### config.mk
export PLATFORM = sky130hd
export DESIGN_NAME = pcra_fetch_unit
export DESIGN_NICKNAME = d
export VERILOG_FILES = /design/src/rtl/pcra_fetch_unit.sv
export SDC_FILE = /design/constraint.sdc
export NUM_CORES = 1
export LEC_CHECK = 0
export ABC_AREA = 1
export BUFFER_PORTS_ARGS = -buffer_cell sky130_fd_sc_hd__buf_2
export CAP_MARGIN = 10
export CORE_ASPECT_RATIO = 1.4
export CORE_UTILIZATION = 52
export CTS_CLUSTER_SIZE = 8
export DETAILED_ROUTE_END_ITERATION = 16
export GPL_ROUTABILITY_DRIVEN = 0
export GPL_TIMING_DRIVEN = 0
export PLACE_DENSITY_LB_ADDON = 0.3
export SKIP_LAST_GASP = 1
export SLEW_MARGIN = 20
export SYNTH_ARGS = -nofsm -noshare
export SYNTH_HDL_FRONTEND = slang
export SYNTH_SLANG_ARGS = --single-unit
### constraint.sdc
create_clock -name clk -period 1.8 [get_ports clk]
set_input_delay 0.09 -clock clk [delete_from_list [all_inputs] [get_ports clk]]
set_output_delay 0.09 -clock clk [all_outputs]
set_load 0.01 [all_outputs]
### src/rtl/pcra_fetch_unit.sv
// ---------------------------------------------------------------------------
// pcra_fetch_unit
// Fetch-side address and bus-ownership controller for the CPU front end.
// Holds the two program-counter/return-address registers (PCRA0, PCRA1) and
// the flip flag selecting which one drives the fetch address. Sequences the
// bus_request / fetch_suppress pair for pipeline stage 0 so an external
// requester can own the bus without losing the in-flight instruction.
//
// Optional feature: define PCRA_FETCH_WATCHDOG_EN to bound HOLD at MAX_GRANT
// cycles (forced RELEASE, sticky grant_timeout, regrant lockout until dev_req
// has been seen low in RUN). Without it HOLD lasts as long as dev_req does.
//
// Ports:
//   clk, rst_n          clock, asynchronous active-low reset
//   inc_pcra0/1         active-low increment strobes from stage 0
//   load_pcra0/1        active-high load of addr_in (wins over increment)
//   addr_in             jump/return target
//   toggle_flip         invert flag_pcraflip
//   dev_req             external bus request (level)
//   flag_pcraflip       0: PCRA0 selected, 1: PCRA1 selected
//   addr_out            selected PCRA (combinational from the registers)
//   addr_oe             fetch address drive enable
//   bus_request         to stage 0
//   fetch_suppress      to stage 0
//   dev_grant           requester owns the bus
//   grant_timeout       sticky watchdog flag
// ---------------------------------------------------------------------------
module pcra_fetch_unit #(
  parameter int unsigned          AWIDTH       = 16,
  parameter logic [AWIDTH-1:0]    RESET_VECTOR = '0,
  parameter int unsigned          MAX_GRANT    = 255
) (
  input  logic              clk,
  input  logic              rst_n,
  input  logic              inc_pcra0,
  input  logic              inc_pcra1,
  input  logic              load_pcra0,
  input  logic              load_pcra1,
  input  logic [AWIDTH-1:0] addr_in,
  input  logic              toggle_flip,
  input  logic              dev_req,
  output logic              flag_pcraflip,
  output logic [AWIDTH-1:0] addr_out,
  output logic              addr_oe,
  output logic              bus_request,
  output logic              fetch_suppress,
  output logic              dev_grant,
  output logic              grant_timeout
);

  typedef enum logic [1:0] {
    ST_RUN     = 2'd0,
    ST_GRANT   = 2'd1,
    ST_HOLD    = 2'd2,
    ST_RELEASE = 2'd3
  } state_e;

  state_e            state_q, state_d;
  logic [AWIDTH-1:0] pcra0_q, pcra0_d;
  logic [AWIDTH-1:0] pcra1_q, pcra1_d;
  logic              flip_q, flip_d;
  logic              bus_request_q, bus_request_d;
  logic              fetch_suppress_q, fetch_suppress_d;
  logic              dev_grant_q, dev_grant_d;
  logic              addr_oe_q, addr_oe_d;

`ifdef PCRA_FETCH_WATCHDOG_EN
  localparam int unsigned CNT_W =
    ($clog2(MAX_GRANT + 1) > 8) ? $clog2(MAX_GRANT + 1) : 8;

  logic [CNT_W-1:0] cnt_q, cnt_d;
  logic             lock_q, lock_d;
  logic             timeout_q, timeout_d;
  logic             wd_fire;
`else
  // MAX_GRANT has no effect without the watchdog; referenced here only so
  // the parameter list stays identical between builds.
  if (MAX_GRANT == 0) begin : g_no_limit
  end
`endif

  // PCRA next values: load beats increment beats hold; increment wraps.
  always_comb begin : p_pcra
    pcra0_d = pcra0_q;
    pcra1_d = pcra1_q;
    if (load_pcra0) begin
      pcra0_d = addr_in;
    end else if (!inc_pcra0) begin
      pcra0_d = pcra0_q + AWIDTH'(1);
    end
    if (load_pcra1) begin
      pcra1_d = addr_in;
    end else if (!inc_pcra1) begin
      pcra1_d = pcra1_q + AWIDTH'(1);
    end
    flip_d = flip_q ^ toggle_flip;
  end

  // Bus-ownership next state.
  always_comb begin : p_next
    state_d = state_q;
`ifdef PCRA_FETCH_WATCHDOG_EN
    cnt_d   = cnt_q;
    lock_d  = lock_q;
    wd_fire = 1'b0;
`endif
    unique case (state_q)
      ST_RUN: begin
`ifdef PCRA_FETCH_WATCHDOG_EN
        // After a timeout the requester must drop dev_req before regrant.
        if (!dev_req) begin
          lock_d = 1'b0;
        end else if (!lock_q) begin
          state_d = ST_GRANT;
        end
`else
        if (dev_req) begin
          state_d = ST_GRANT;
        end
`endif
      end
      ST_GRANT: begin
        state_d = dev_req ? ST_HOLD : ST_RELEASE;
`ifdef PCRA_FETCH_WATCHDOG_EN
        cnt_d = '0;
`endif
      end
      ST_HOLD: begin
        if (!dev_req) begin
          state_d = ST_RELEASE;
        end
`ifdef PCRA_FETCH_WATCHDOG_EN
        else begin
          // cnt_d is the number of HOLD cycles including this one.
          cnt_d = cnt_q + CNT_W'(1);
          if (cnt_d >= CNT_W'(MAX_GRANT)) begin
            state_d = ST_RELEASE;
            wd_fire = 1'b1;
            lock_d  = 1'b1;
          end
        end
`endif
      end
      ST_RELEASE: state_d = ST_RUN;
      default:    state_d = ST_RUN;
    endcase
  end

  // Moore output decode from the next state, registered below.
  always_comb begin : p_out
    bus_request_d    = 1'b0;
    fetch_suppress_d = 1'b0;
    dev_grant_d      = 1'b0;
    addr_oe_d        = 1'b1;
    unique case (state_d)
      ST_RUN: ;
      ST_GRANT: bus_request_d = 1'b1;
      ST_HOLD: begin
        bus_request_d    = 1'b1;
        fetch_suppress_d = 1'b1;
        dev_grant_d      = 1'b1;
        addr_oe_d        = 1'b0;
      end
      ST_RELEASE: fetch_suppress_d = 1'b1;
      default: ;
    endcase
  end

`ifdef PCRA_FETCH_WATCHDOG_EN
  assign timeout_d = timeout_q | wd_fire;
`endif

  // State register; async reset drops dev_grant immediately.
  always_ff @(posedge clk or negedge rst_n) begin : p_state
    if (!rst_n) begin
      state_q          <= ST_RUN;
      pcra0_q          <= RESET_VECTOR;
      pcra1_q          <= '0;
      flip_q           <= 1'b0;
      bus_request_q    <= 1'b0;
      fetch_suppress_q <= 1'b0;
      dev_grant_q      <= 1'b0;
      addr_oe_q        <= 1'b1;
    end else begin
      state_q          <= state_d;
      pcra0_q          <= pcra0_d;
      pcra1_q          <= pcra1_d;
      flip_q           <= flip_d;
      bus_request_q    <= bus_request_d;
      fetch_suppress_q <= fetch_suppress_d;
      dev_grant_q      <= dev_grant_d;
      addr_oe_q        <= addr_oe_d;
    end
  end

`ifdef PCRA_FETCH_WATCHDOG_EN
  // Watchdog counter, regrant lockout and sticky timeout flag.
  always_ff @(posedge clk or negedge rst_n) begin : p_wd
    if (!rst_n) begin
      cnt_q     <= '0;
      lock_q    <= 1'b0;
      timeout_q <= 1'b0;
    end else begin
      cnt_q     <= cnt_d;
      lock_q    <= lock_d;
      timeout_q <= timeout_d;
    end
  end

  assign grant_timeout = timeout_q;
`else
  assign grant_timeout = 1'b0;
`endif

  assign flag_pcraflip  = flip_q;
  assign addr_out       = flip_q ? pcra1_q : pcra0_q;
  assign addr_oe        = addr_oe_q;
  assign bus_request    = bus_request_q;
  assign fetch_suppress = fetch_suppress_q;
  assign dev_grant      = dev_grant_q;

endmodule

==> flow_summary.json, run 1 <==
{
  "ant_nets": 0,
  "cts_htree_levels": 2,
  "synthCells": 377,
  "final_util_pct": 62.8,
  "cts_buffers": 5,
  "synth.top_cells.by_count": "nand2_1, inv_1, dfrtp_1, nand3_1",
  "clk_transition_reported_paths_ns": 0.08,
  "num_vias": 2586,
  "groute.layer.met2.usage_pct": 49.0,
  "grt_usage_pct": 28.6,
  "antenna_cells_inserted": 0,
  "detail_route.vias_per_cell": 5.22,
  "clkPwrFrac_pct": 22.8,
  "critPathCaptureType": "primary output",
  "worstReg2RegStart": "state_q[0]",
  "initial_core_utilization_pct": 54.1,
  "number_of_input_and_output_port_buffers_inserted": 44,
  "clock.fmax_ghz": 0.601,
  "totalNegativeSetupSlack_ns": 0,
  "seqCellArea_um2": 977,
  "full_die_area_um2": 5330,
  "synth-edff-count": 0,
  "postPlaceCellArea_um2": 2920,
  "die_height_um": 86.0,
  "number_of_drc_markers_after_the_initial_detailed_route_iteration": 166,
  "grt_pass1_vias": 2540,
  "hold_path.class": "in -> reg",
  "area_delta_synth_final_pct": 16.1,
  "synth.largest_area_cell": "dfrtp_1",
  "wl_per_cell_um": 13.7,
  "rel_slew_slack_pct": 39.3,
  "clock_latency_on_the_worst_skew_pair_ns": 0.30,
  "run_status": "completed",
  "power.share.switching_pct": 38.6,
  "post-synth-top-area-fraction_pct": 36.3,
  "final_critical_path_setup_slack_ns": 0.135,
  "core_um2": 4840,
  "slew_at_the_pin_closest_to_its_max_slew_limit_ns": 0.911,
  "synth-main-ff-cell": "dfrtp_1",
  "dominant_cells_by_area_after_synthesis": "dfrtp_1, nand2_1, inv_1, nand3_1, o22ai_1",
  "rsz_0062_raised_after_global_routing": "false",
  "grt_max_degree": 40,
  "timing.critical_path.required_ns": 1.71,
  "min_delay_path_depth": 2,
  "max_cap_viol_count": 0,
  "yosys_register_bits": 39,
  "cts_tree": "built",
  "layout_min_cycle_time_ns": 1.66,
  "hpwl_um": 5290,
  "average_size_of_a_mapped_cell_um2": 6.95,
  "fillCellCount": 472,
  "rrSetupSlack_ns": 0.16,
  "critPathMaxFanout": 10,
  "min-delay-start": "load_pcra1",
  "p_per_area_nw_per_um2": 966,
  "dp_worst_setup_slack_ns": 0.153,
  "synth.distinct_cells": 28,
  "synth-async-reset-ratio_pct": 100,
  "hold_end": "pcra1_q[3]",
  "setup.worst_path.class": "reg -> out",
  "number_of_max_slew_violations_in_the_final_report": 0,
  "nNetsFinal": 459,
  "synth_area_um2": 2620,
  "synth_nets": 406,
  "global_route_wire_length_before_repair_um": 11200,
  "worst_r2r_endpoint": "fetch_suppress",
  "grt_antenna_before_repair": 0,
  "cts_setup_buffers": 0,
  "numClockSinks": 39,
  "pin_count": 46,
  "yosysWarnings": 0,
  "area_of_the_multi_input_gates_um2": 1310,
  "crit_path_start_kind": "flop",
  "routed_wirelength_um": 6780,
  "vdd_ir_drop_max_v": 0.000849,
  "grt.met3_usage_pct": 5.58,
  "combinationalPowerShare_pct": 38.0,
  "final-hold-violation-count": 0,
  "ys_seq_area_share_pct": 37.3,
  "drc_errors": 0,
  "final-instance-count-excl-fill": 495,
  "yosys.cell_count.top_type": "nand2_1",
  "max-clock-path-buffers": 2,
  "grtUsageMet1_pct": 32.7,
  "rows": 30,
  "most_crowded_layer_after_global_routing": "met2",
  "detail_route.first_pass.iterations": 4,
  "worst_clock_skew_ns": 0.00743,
  "globalRoute.totalOverflow": 0,
  "die_w_um": 62.0,
  "power.leakage_nw": 1.59,
  "seq_power_share_pct": 39.2,
  "worst-endpoint-arrival_ns": 1.57,
  "power.switching_mw": 1.14,
  "power_report.internal_total_mw": 1.80,
  "post_route_cells_drive_above_1_share_pct": 18.6,
  "dp.cells": 485,
  "worst_reg_to_reg_path_cell_count": 5,
  "min_period_over_period_pct": 92.5,
  "postLayoutCellArea_um2": 3040,
  "finalSetupViolCount": 0,
  "clockRootBuffer": "clkbuf_8"
}
area by class of cell:
class | count | area share, %
Buffer | 9 | 1.60
Sequential cell | 39 | 32.1
Clock buffer | 8 | 3.29
Tap cell | 64 | 2.63
Inverter | 76 | 9.38
Timing Repair Buffer | 46 | 7.89
Multi-Input combinational cell | 253 | 43.1
per-stage QoR:
step / hold WS (ns) / power [mW]
final: 0.00797 / 2.94
after global routing: 0.00775 / 3.15
after CTS: 0.000481 / 2.94
after detailed placement: 0.274 / 2.27
after global placement: 0.272 / 2.25
after floorplan: -0.206 / 1.85
kinds of logic after synthesis:
logic type                 count (synthesis)  share of synthesized area [%]
other                                      1                          0.143
buffers and inverters                     85                           12.7
and+or+nand+nor                          165                           27.7
adders and majority gates                  5                           2.39
xor gates and xnor gates                   9                           3.01
AOI/OAI and AO/OA                         73                           16.9
DFF                                       39                           37.3
metal layers:
layer,routed length [um],vias up
met4,237,0
li1,-,1308
met1,2730,1187
met5,0,-
met2,3530,69
met3,285,22
registers in the layout, indices dropped and copies added, names as in the netlist:
signal / cells
flag_pcraflip: 1
pcra1_q: 16
addr_oe: 1
dev_grant: 1
fetch_suppress: 1
state_q: 2
bus_request: 1
pcra0_q: 16
how the worst max path moves through the flow:
| stage | from | to | slack [ns] | depth (start not counted) |
|---|---|---|---|---|
| 4_1_cts | flag_pcraflip | addr_out[13] | 0.04 | 4 |
| 3_5_place_dp | state_q[0] | fetch_suppress | 0.15 | 5 |
| 6_report | flag_pcraflip | addr_out[13] | 0.14 | 5 |
| 5_1_grt | flag_pcraflip | addr_out[13] | 0.04 | 5 |
| 2_1_floorplan | state_q[0] | fetch_suppress | 0.29 | 5 |
| 3_3_place_gp | state_q[0] | fetch_suppress | 0.19 | 5 |
worst max-delay path: stages (launching register included):
cell      delay [ns]
dfrtp_1         0.34
clkbuf_1        0.29
buf_2           0.27
nand2_1         0.06
o21ai_0         0.12
buf_2           0.18
power groups by stage:
stage | combinational (mW) | clock [mW] | sequential (mW)
global route | 1.27 | 0.710 | 1.17
floorplan | 0.684 | 0 | 1.17
global placement | 1.09 | 0 | 1.16
CTS | 1.11 | 0.680 | 1.15
finish | 1.12 | 0.671 | 1.15
detailed placement | 1.11 | 0 | 1.17
placed cells by master (no fill, tap or decap), types with 9 or more instances in the layout:
cell type	synthesis	layout
o22ai_1	22	22
nand3_1	29	29
buf_2	4	48
o21ai_0	22	22
o21bai_1	11	11
dfrtp_1	38	38
inv_1	73	73
nor2_1	22	22
nand2_1	90	90
xor2_1	9	9
repair_timing:
item | in CTS | in global routing
hold buffers | 2 | 0
endpoints found under the hold margin | 39 | 0
gates resized for setup | 0 | 4
setup endpoints to repair | 0 | 12
Power figures use the tool's default switching activity.
==> run 2, diff against run 1 <==
Settings changed: PLACE_DENSITY set to 0.75, PLACE_DENSITY_LB_ADDON 0.3 to not set.
Clock period 1.8 ns to 1.65 ns, I/O delays scaled along.
==> flow_summary.json, run 2 (same netlist as run 1, synthesis figures left out) <==
{
  "run_status": "completed",
  "cts_tree": "built",
  "worstPathBufferInverterCount": 1,
  "die_height_um": 86.0,
  "commonest_cells_after_routing_fill_and_taps_aside": "nand2_1, inv_1, buf_2",
  "critical_path.top_delay_family": "simple AND/OR/NAND/NOR gates",
  "drc_errors": 0,
  "dp.cells": 485,
  "worst_path_largest_cell_delay_ns": 0.38,
  "max-clock-path-buffers": 2,
  "hold_path.class": "in -> reg",
  "grt_usage_pct": 28.8,
  "area_delta_synth_final_pct": 17.0,
  "launching_instance_or_port_of_the_critical_path": "state_q[0]",
  "rel_slew_slack_pct": 40.4,
  "slew_at_the_pin_closest_to_its_max_slew_limit_ns": 0.893,
  "clockRootBuffer": "clkbuf_8",
  "most_common_cell_after_layout_fill_and_taps_aside": "nand2_1",
  "totalNegativeSetupSlack_ns": 0,
  "worst_clock_skew_ns": 0.00601,
  "routed_wirelength_um": 6860,
  "clk_transition_reported_paths_ns": 0.08,
  "vdd_ir_drop_max_v": 0.000723,
  "cp_cell_sequence": "or2_2, a31oi_4, inv_1, ha_1, or2_2",
  "wl_per_cell_um": 13.9,
  "globalRoute.totalOverflow": 0,
  "cts_htree_levels": 2,
  "critPathMaxFanout": 3,
  "global_route_wire_length_before_repair_um": 11100,
  "critPathSlowestCell": "dfrtp_1",
  "postLayoutCellArea_um2": 3060,
  "totalPowerFinal_mw": 3.23,
  "hpwl_um": 5350,
  "fillCellCount": 446,
  "detail_route.first_pass.iterations": 6,
  "timing.critical_path.required_ns": 1.83,
  "final-instance-count-excl-fill": 495,
  "path_common_cell": "or2_2",
  "clock.fmax_ghz": 0.649,
  "grt_max_degree": 40,
  "initial_core_utilization_pct": 54.1,
  "post_route_cells_drive_above_1_share_pct": 18.8,
  "antenna_cells_inserted": 0,
  "pin_count": 46,
  "setup.worst_path.class": "reg -> reg",
  "ant_nets": 0,
  "clock_latency_on_the_worst_skew_pair_ns": 0.30,
  "min-delay-start": "load_pcra0",
  "full_die_area_um2": 5330,
  "cts_buffers": 5,
  "worstReg2RegStart": "state_q[0]",
  "postPlaceCellArea_um2": 2920,
  "crit_path_start_kind": "flop",
  "number_of_drc_markers_after_the_initial_detailed_route_iteration": 176,
  "p_per_area_nw_per_um2": 1050,
  "detail_route.vias_per_cell": 5.27,
  "worst-endpoint-arrival_ns": 1.72,
  "grt_pass1_vias": 2486,
  "final-hold-violation-count": 0,
  "min_period_over_period_pct": 93.4,
  "max_cap_viol_count": 0,
  "number_of_input_and_output_port_buffers_inserted": 44,
  "reg_top3": "pcra0_q x16, pcra1_q x16, state_q x2",
  "core_um2": 4840,
  "number_of_max_slew_violations_in_the_final_report": 0,
  "rows": 30,
  "layout_min_cycle_time_ns": 1.54,
  "power.leakage_nw": 1.59,
  "rsz_0062_raised_after_global_routing": "false",
  "grt_antenna_before_repair": 0,
  "holdWs_ns": 0.0127,
  "numClockSinks": 39,
  "die_w_um": 62.0,
  "cts_setup_buffers": 0,
  "nNetsFinal": 459,
  "finalSetupViolCount": 0,
  "num_vias": 2608,
  "critPathCaptureType": "flop"
}
## run 2: cell types whose count changed in the layout (fill, tap and decap cells not counted)
cell,change
a31oi_1,-1
a31oi_4,+1
dlygate4sd3_1,+1
clkbuf_1,-1
## run 2: power breakdown
part | switching, mW | internal [mW] | total (mW)
clock network | 0.342 | 0.382 | 0.724
registers | 0.154 | 1.13 | 1.28
logic | 0.753 | 0.468 | 1.22
## run 2: what timing repair did
| item | CTS | global route |
|---|---|---|
| hold endpoints to repair | 40 | 0 |
| setup endpoints to repair | 16 | 17 |
| gates resized for setup | 2 | 2 |
| hold buffers | 3 | 0 |
| pin swaps | 0 | 0 |
## run 2: layer usage
layer / up-vias / track usage (%) / wire (um)
met1: 1220 / 33.4 / 2750
met2: 62 / 48.0 / 3650
met3: 17 / 4.98 / 230
met5: - / 0 / 0
li1: 1309 / - / -
met4: 0 / 16.4 / 229
## run 2: stage by stage
step | utilization [%] | worst slack, ns
2_1_floorplan | - | 0.136
3_3_place_gp | 60.3 | 0.0386
3_5_place_dp | 60.3 | 0.0185
4_1_cts | 63.0 | 0.00960
5_1_grt | 63.3 | 0.0233
6_report | 63.3 | 0.109
## run 2: cell type report
cell class / count / area [um2] / area share [%]
Timing Repair Buffer: 47 / 250 / 8.17
Sequential cell: 39 / 977 / 31.9
Inverter: 76 / 285 / 9.31
Buffer: 8 / 45.0 / 1.47
Clock buffer: 8 / 100 / 3.27
Multi-Input combinational cell: 253 / 1330 / 43.3
Tap cell: 64 / 80.1 / 2.61
## run 2: path summary, 6_finish.rpt
check / end / slack, ns / cells after the start
worst max-delay path: fetch_suppress / 0.11 / 5
worst min-delay path: pcra0_q[3] / 0.01 / 2
worst max register to register: fetch_suppress / 0.11 / 5
worst min register to register: pcra0_q[15] / 0.58 / 3
max in group asynchronous: pcra0_q[14] / 0.64 / 2
min in group asynchronous: pcra0_q[15] / 0.46 / 2
